$ cat src/rtl/vga_scan_ctrl.sv
// VGA scan timing generator: pixel divider, h/v counters, latency-aligned sync/blank
// and a registered RGB332 output stage that blacks out everything outside the visible area.
module vga_scan_ctrl #(
  parameter int H_VISIBLE   = 640,
  parameter int H_FRONT     = 16,
  parameter int H_SYNC      = 96,
  parameter int H_BACK      = 48,
  parameter int V_VISIBLE   = 480,
  parameter int V_FRONT     = 10,
  parameter int V_SYNC      = 2,
  parameter int V_BACK      = 33,
  parameter int CLK_DIV     = 2,
  parameter int PIPE        = 1,
  parameter int SYNC_ACTIVE = 0
) (
  input  logic       clk,
  input  logic       reset,
  input  logic       blank_req,
  input  logic [2:0] pix_red,
  input  logic [2:0] pix_green,
  input  logic [1:0] pix_blue,
  output logic [9:0] x,
  output logic [9:0] y,
  output logic       pix_tick,
  output logic       frame_start,
  output logic       hsync,
  output logic       vsync,
  output logic       video_on,
  output logic [2:0] red,
  output logic [2:0] green,
  output logic [1:0] blue
);

  localparam int H_TOTAL = H_VISIBLE + H_FRONT + H_SYNC + H_BACK;
  localparam int V_TOTAL = V_VISIBLE + V_FRONT + V_SYNC + V_BACK;
  localparam int DW      = (CLK_DIV > 1) ? $clog2(CLK_DIV) : 1;

  localparam logic [DW-1:0] DIV_LAST = DW'(CLK_DIV - 1);
  localparam logic [9:0] H_LAST   = 10'(H_TOTAL - 1);
  localparam logic [9:0] V_LAST   = 10'(V_TOTAL - 1);
  localparam logic [9:0] H_VIS    = 10'(H_VISIBLE);
  localparam logic [9:0] V_VIS    = 10'(V_VISIBLE);
  localparam logic [9:0] HS_START = 10'(H_VISIBLE + H_FRONT);
  localparam logic [9:0] HS_END   = 10'(H_VISIBLE + H_FRONT + H_SYNC);
  localparam logic [9:0] VS_START = 10'(V_VISIBLE + V_FRONT);
  localparam logic [9:0] VS_END   = 10'(V_VISIBLE + V_FRONT + V_SYNC);
  localparam logic       SYNC_ON  = (SYNC_ACTIVE != 0);

  logic [DW-1:0] div;
  logic [9:0]    h;
  logic [9:0]    v;
  logic          vis;
  logic          hs_raw;
  logic          vs_raw;
  logic [2:0]    raw;
  logic [2:0]    dly;

  // With CLK_DIV = 1 the divider never leaves 0, so the tick is held high.
  assign pix_tick = (div == DIV_LAST);

  always_ff @(posedge clk) begin
    if (reset) begin
      div <= '0;
    end else if (pix_tick) begin
      div <= '0;
    end else begin
      div <= div + DW'(1);
    end
  end

  always_ff @(posedge clk) begin
    if (reset) begin
      h <= '0;
      v <= '0;
    end else if (pix_tick) begin
      if (h == H_LAST) begin
        h <= '0;
        v <= (v == V_LAST) ? 10'd0 : v + 10'd1;
      end else begin
        h <= h + 10'd1;
      end
    end
  end

  assign x = h;
  assign y = v;
  assign frame_start = pix_tick && (h == H_LAST) && (v == V_LAST);

  assign vis    = (h < H_VIS) && (v < V_VIS);
  assign hs_raw = (h >= HS_START) && (h < HS_END);
  assign vs_raw = (v >= VS_START) && (v < VS_END);
  assign raw    = {vis, hs_raw, vs_raw};

  // Flags are delayed to match the renderer latency so they line up with pix_*.
  generate
    if (PIPE == 0) begin : g_nopipe
      assign dly = raw;
    end else begin : g_pipe
      logic [PIPE-1:0][2:0] sr;
      always_ff @(posedge clk) begin
        if (reset) begin
          sr <= '0;
        end else if (pix_tick) begin
          sr[0] <= raw;
          for (int i = 1; i < PIPE; i++) begin
            sr[i] <= sr[i-1];
          end
        end
      end
      assign dly = sr[PIPE-1];
    end
  endgenerate

  always_ff @(posedge clk) begin
    if (reset) begin
      hsync    <= ~SYNC_ON;
      vsync    <= ~SYNC_ON;
      video_on <= 1'b0;
      red      <= '0;
      green    <= '0;
      blue     <= '0;
    end else if (pix_tick) begin
      hsync    <= dly[1] ? SYNC_ON : ~SYNC_ON;
      vsync    <= dly[0] ? SYNC_ON : ~SYNC_ON;
      video_on <= dly[2];
      if (dly[2] && !blank_req) begin
        red   <= pix_red;
        green <= pix_green;
        blue  <= pix_blue;
      end else begin
        red   <= '0;
        green <= '0;
        blue  <= '0;
      end
    end
  end

endmodule

$ cat config.mk
export PLATFORM = sky130hd
export DESIGN_NAME = vga_scan_ctrl
export DESIGN_NICKNAME = d
export VERILOG_FILES = /design/src/rtl/vga_scan_ctrl.sv
export SDC_FILE = /design/constraint.sdc
export NUM_CORES = 1
export LEC_CHECK = 0
export ABC_AREA = 0
export CAP_MARGIN = 20
export CORE_ASPECT_RATIO = 0.7
export CORE_MARGIN = 1.5
export CORE_UTILIZATION = 42
export DETAILED_ROUTE_END_ITERATION = 16
export PLACE_DENSITY = 0.77
export REMOVE_ABC_BUFFERS = 1
export SETUP_SLACK_MARGIN = 0.4
export SLEW_MARGIN = 20
export SYNTH_ARGS = -nofsm -noshare
export SYNTH_HDL_FRONTEND = slang
export SYNTH_SLANG_ARGS = --single-unit
$ cat constraint.sdc
create_clock -name clk -period 1.95 [get_ports clk]
set_clock_uncertainty 0.2 [all_clocks]
set_input_delay 0.39 -clock clk [delete_from_list [all_inputs] [get_ports clk]]
set_output_delay 0.39 -clock clk [all_outputs]
set_load 0.02 [all_outputs]
==> impl_metrics.csv, run 1 <==
group,metric,value,unit
timing,hold_viol_final,0,
final_layout,final_nets,273,
logic_synthesis,synth.most_common_cell,"dfxtp_1",
detailed_routing,vias,1604,
timing,slew_headroom,66.3,%
final_layout,area_delta_synth_final,64.7,%
global_route,grt_first_pass_wirelength,7240,um
power_and_ir_drop,vdd_drop_max,0.000405,V
final_layout,drive_above_1_share,44.8,%
detailed_routing,drc,0,
global_route,grt_overflow_total,0,
final_layout,num-fill-cells,283,
die,num_io_pins,44,
logic_synthesis,yosysTopAreaCellShare,45.4,%
timing,period_needed,2210,ps
final_layout,stdcell_count,309,
detailed_routing,drt-pass1-iter-count,4,
timing,fin_ws,-262,ps
global_route,antenna_found_initial,0,
placed_design,io_buffers,43,
clocking,cts_root_buf,"clkbuf_8",
logic_synthesis,synth_cell_types,30,
clocking,cts_buffers,5,
global_route,grt_pass1_vias,1467,
power_and_ir_drop,p_leak,1.06,nW
power_and_ir_drop,power-per-cell-area,543,nW/um^2
timing,maxClockFrequency,452,MHz
run,maxCapViolations,0,
critical_path,crit_required,1360,ps
placed_design,dpl.hpwl,3040,um
clocking,cts_buffer_depth,2,
die,die_width,75.4,um
placed_design,routabilityCongestion,0.842,
critical_path,cp.arrival,1620,ps
detailed_routing,wirelength,4640,um
detailed_routing,via_per_inst,5.19,
logic_synthesis,avgSynthCellArea,8.82,um^2
placed_design,dp_slack,-613,ps
logic_synthesis,ys_warn_count,0,
logic_synthesis,synth_edf_count,0,
critical_path,end_kind,"output pin",
timing,slew_viol_final,0,
timing,setup_viol,2,
placed_design,post-place-cells,292,
clocking,path_clk_slew,70,ps
critical_path,crit_slowest_cell,"dfxtp_1",
die,rows,18,
status,violations,"setup timing",
final_layout,fin_util,72.3,%
timing,finalCritPeriodShare,113,%
detailed_routing,wl_per_cell,15.0,um
die,die_y,53.7,um
global_route,grt_max_degree,14,
logic_synthesis,syn_inst,175,
logic_synthesis,synth_async_sr_flop_share,0,%
critical_path,start_kind,"register",
clocking,cts_tree,"built",
clocking,clock-sinks,35,
logic_synthesis,synth.largest_area_cell,"dfxtp_1",
logic_synthesis,seq_area_frac_synth,45.4,%
logic_synthesis,syn_area,1540,um^2
detailed_routing,final_antenna_net_count,0,
critical_path,path_max_fanout,2,
logic_synthesis,synth_area_leaders,"dfxtp_1 (45%), xnor2_1 (6.2%), nor2_1 (5.4%)",
clocking,h-tree-depth,2,
critical_path,cp_cell_sequence,"inv_2, ha_2, nor4b_4, nand4_1, nor4_2, buf_4",
final_layout,num_antenna_cells,0,
worst_hold_path,hp-class,"register to register",
clocking,clkLatencyLatePin,300,ps
global_route,track_usage,24.8,%
critical_path,path_class,"register to output pin",
timing,whs,267,ps
timing,worstMarginPinSlew,503,ps
clocking,cts_hold_buf,0,
die,die_area,4050,um^2
critical_path,max_stage_delay,320,ps
die,fp.coreArea,3510,um^2
status,outcome,"finished with violations",
logic_synthesis,synth.cells.most_frequent,"dfxtp_1 (35), nor2_1 (22), nand2_1 (13)",
timing,grt_setup_unrepaired,"true",
detailed_routing,dr.first_iter.drc_count,74,
logic_synthesis,synth-seq-cells,35,
logic_synthesis,yosys_most_used_dff,"dfxtp_1",
die,start_util,43.9,%
power_and_ir_drop,fin_total_pwr,1.38,mW
[flip-flops by register name, indices dropped and copies added, names as in the netlist]
signal    flops
y            10
green         3
video_on      1
dly           3
vsync         1
red           3
hsync         1
blue          2
pix_tick      1
x            10
[through the flow]
step | setup TNS (ps) | cell area, um^2
final | -324 | 2540
after detailed placement | -2150 | 2240
after CTS | -314 | 2470
after global placement | -1500 | 2240
after floorplan | -4500 | 1510
after global routing | -484 | 2540
[cells by family (layout without fill, tap and decap cells)]
kind of cell | after synthesis | count (layout) | share of synthesized area, %
compound gates | 22 | 22 | 9.49
mux | 4 | 4 | 2.60
buf+inv | 15 | 99 | 4.14
fa+ha+maj | 4 | 4 | 3.24
flops | 35 | 35 | 45.4
xor+xnor | 14 | 14 | 7.95
simple gates | 81 | 81 | 27.2
[timing repair]
action / 4_1_cts / 5_1_grt
gates resized for setup: 150 / 50
setup endpoints to repair: 62 / 58
pin swaps: 12 / 9
setup buffers: 7 / 2
cloned: 0 / 0
[routing by layer]
metal / GRT usage [%] / part of all wire [%] / vias to the layer above
met5: 0 / 0 / -
met4: 11.3 / 2.4 / 0
met3: 7.68 / 6.9 / 11
met2: 36.5 / 43 / 61
met1: 33.4 / 48 / 753
li1: - / - / 779
[cell type report]
| cell class | count | area, um^2 | share of cell area [%] |
|---|---|---|---|
| clock buffer | 6 | 72.6 | 2.86 |
| clock inverter | 2 | 12.5 | 0.492 |
| inverter | 7 | 26.3 | 1.03 |
| multi-input combinational | 125 | 972 | 38.3 |
| sequential | 35 | 714 | 28.1 |
| tap | 50 | 62.6 | 2.46 |
| timing repair buffer | 84 | 681 | 26.8 |
[power breakdown]
| part | leakage, nW | switching [mW] | total (mW) | internal (mW) |
|---|---|---|---|---|
| combinational | 0.728 | 0.0613 | 0.126 | 0.0645 |
| sequential | 0.288 | 0.00765 | 0.733 | 0.725 |
| clock | 0.0412 | 0.271 | 0.521 | 0.249 |
| total | 1.06 | 0.340 | 1.38 | 1.04 |
[placed cells by master (no fill, tap or decap), types with 2 or more instances in the layout]
master and instances:
buf_4 42, dfxtp_1 24, nor2_1 19, buf_6 16, nand2_1 13, xnor2_1 11
dfxtp_2 11, clkdlybuf4s50_1 10, clkbuf_2 10, a22o_1 8, nor3_1 7, nand4_1 6
a21oi_1 6, nand3_1 6, inv_1 5, clkbuf_8 5, buf_2 5, and3_1 4
mux2i_1 4, nor4_4 4, o21ai_0 4, xor2_1 3, inv_2 2, nor4_2 2
or4_4 2, nand4b_1 2, nand2b_1 2, nor2_2 2, ha_4 2
[worst max-delay path: cells and delay by family, from the launching register on]
kind	cells	cell delay [ps]
adders and majority gates	1	180
buffers and inverters	2	260
DFF	1	320
and+or+nand+nor	3	560
[path summary, 6_finish.rpt]
path / from / end / slack (ps) / cells past startpoint
hold reg to reg: dly[2] / dly[2] / 270 / 2
hold / removal: dly[2] / dly[2] / 270 / 2
setup / recovery: y[0] / frame_start / -260 / 6
setup reg to reg: x[7] / y[3] / -60 / 5
Power figures use the tool's default switching activity.
==> run 2, diff against run 1 <==
- CORE_UTILIZATION: 42 -> 41
- CTS_BUF_LIST: default -> sky130_fd_sc_hd__clkbuf_16
- PLACE_DENSITY: 0.77 -> 0.73
==> impl_metrics.csv, run 2 (same netlist as run 1, synthesis figures left out) <==
group,metric,value,unit
status,violations,"setup timing",
run,maxCapViolations,0,
detailed_routing,wirelength,5410,um
final_layout,area_delta_synth_final,74.2,%
final_layout,layout_commonest_cell,"buf_4",
timing,period_needed,2220,ps
critical_path,worstSetupPathDepth,6,
final_layout,fin_util,75.5,%
global_route,track_usage,26.2,%
die,die_width,76.3,um
detailed_routing,dr.first_iter.drc_count,153,
clocking,clkLatencyLatePin,280,ps
critical_path,rr_startpoint,"y[2]",
timing,setup_viol,3,
detailed_routing,via_per_inst,5.51,
final_layout,final_nets,279,
critical_path,reg2regPathDepth,4,
global_route,grt_first_pass_wirelength,8130,um
clocking,path_clk_slew,60,ps
final_layout,stdcell_count,315,
timing,worstMarginPinSlew,411,ps
power_and_ir_drop,p_leak,1.11,nW
critical_path,crit_slowest_cell,"dfxtp_2",
die,die_y,54.3,um
timing,hold_viol_final,0,
die,die_area,4150,um^2
global_route,grt_pass1_vias,1601,
die,rows,18,
final_layout,drive_above_1_share,45.3,%
timing,grt_setup_unrepaired,"true",
timing,finalCritPeriodShare,114,%
critical_path,worstSetupStartpoint,"y[0]",
placed_design,routabilityCongestion,0.777,
detailed_routing,final_antenna_net_count,0,
power_and_ir_drop,internal_power,1.40,mW
critical_path,endpoint,"frame_start",
timing,slew_viol_final,0,
critical_path,path_class,"register to output pin",
critical_path,start_kind,"register",
die,fp.coreArea,3560,um^2
power_and_ir_drop,fin_total_pwr,1.79,mW
die,start_util,43.4,%
critical_path,crit_required,1360,ps
clocking,cts_buffer_depth,2,
critical_path,crit_family,"simple AND/OR/NAND/NOR gates",
power_and_ir_drop,pwr-share-comb,7.6,%
clocking,cts_root_buf,"clkbuf_16",
timing,whs,285,ps
detailed_routing,drt-pass1-iter-count,5,
timing,slew_headroom,72.4,%
placed_design,io_buffers,43,
clocking,clock-sinks,35,
critical_path,r2r-end,"dly[0]",
final_layout,layout_common_cells,"buf_4 (40), dfxtp_1 (25), buf_6 (16)",
worst_hold_path,hp-class,"register to register",
placed_design,dpl.hpwl,3070,um
clocking,cts_buffers,5,
status,outcome,"finished with violations",
critical_path,cp.arrival,1630,ps
timing,fin_ws,-272,ps
critical_path,end_kind,"output pin",
global_route,grt_max_degree,13,
clocking,h-tree-depth,2,
power_and_ir_drop,power-per-cell-area,664,nW/um^2
detailed_routing,wl_per_cell,17.2,um
critical_path,path_max_fanout,2,
power_and_ir_drop,clockPowerShare,51.3,%
timing,maxClockFrequency,450,MHz
global_route,antenna_found_initial,0,
placed_design,post-place-cells,294,
critical_path,crit_buf_inv,2,
critical_path,cp_cell_sequence,"inv_2, ha_4, nor4b_4, nand4_1, nor4_2, buf_4",
final_layout,num_antenna_cells,0,
clocking,cts_tree,"built",
critical_path,max_stage_delay,330,ps
die,num_io_pins,44,
power_and_ir_drop,p_seq_share,41.1,%
detailed_routing,drc,0,
power_and_ir_drop,vdd_drop_max,0.000524,V
detailed_routing,vias,1735,
global_route,grt_overflow_total,0,
power_and_ir_drop,switching_power,0.389,mW
critical_path,rrSetupSlack,-50,ps
power_and_ir_drop,swShare,21.8,%
run 2: changes by cell type in the layout (fill, tap and decap cells not counted), moves of 4 or more:
cell,before,now
buf_2,5,13
clkbuf_2,10,4
clkdlybuf4s15_1,1,7
clkbuf_16,0,5
clkbuf_8,5,0
nor2_1,19,14
nor2_2,2,6
run 2: cell type report:
cell class	count	area [um^2]
clock buffers	5	125
well taps	50	62.6
repair buffers	90	736
clock inverters	3	43.8
flip-flops and latches	35	713
fillers	256	871
inverters	7	26.3
multi-input cells	125	981
run 2: worst min-delay path by stage:
stage               startpoint       end  depth (start not counted)
finish                green[2]  green[2]                          1
global route            red[1]    red[1]                          1
CTS                     dly[2]    dly[2]                          2
detailed placement      dly[2]    dly[2]                          2
global placement        dly[2]    dly[2]                          2
floorplan               dly[0]    dly[0]                          2
run 2: worst reg2reg max path: cells and delay by family, from the launching register on:
family	cells	cell delay, ps
and+or+nand+nor	2	1140
DFF	1	320
AOI/OAI and AO/OA	1	140
buffers and inverters	1	130
run 2: power by group through the flow:
stage	clock network [mW]	registers (mW)	logic, mW
6_report	0.916	0.734	0.136
4_1_cts	0.912	0.733	0.123
5_1_grt	0.965	0.734	0.145
3_3_place_gp	0	0.745	0.108
3_5_place_dp	0	0.746	0.110
2_1_floorplan	0	0.763	0.0242
run 2: per-stage QoR:
step	setup slack, ps	instance area, um^2	setup TNS [ps]
2_1_floorplan	-376	1510	-4500
3_3_place_gp	-519	2250	-1690
3_5_place_dp	-664	2250	-2120
4_1_cts	-271	2580	-304
5_1_grt	-340	2690	-549
6_report	-272	2690	-349
run 2: layer usage:
layer  up-vias  wire length (um)  track usage [%]
met5         -                 0                0
met4         0               133             12.0
met3        19               427             6.17
met2        94              2530             45.4
met1       825              2320             32.0
li1        797                 -                -
run 2: what timing repair did:
item / in CTS / in global routing
hold buffers: 0 / 0
setup endpoints to repair: 62 / 52
setup buffers: 10 / 3
resized for setup: 143 / 47
pin swaps: 22 / 6
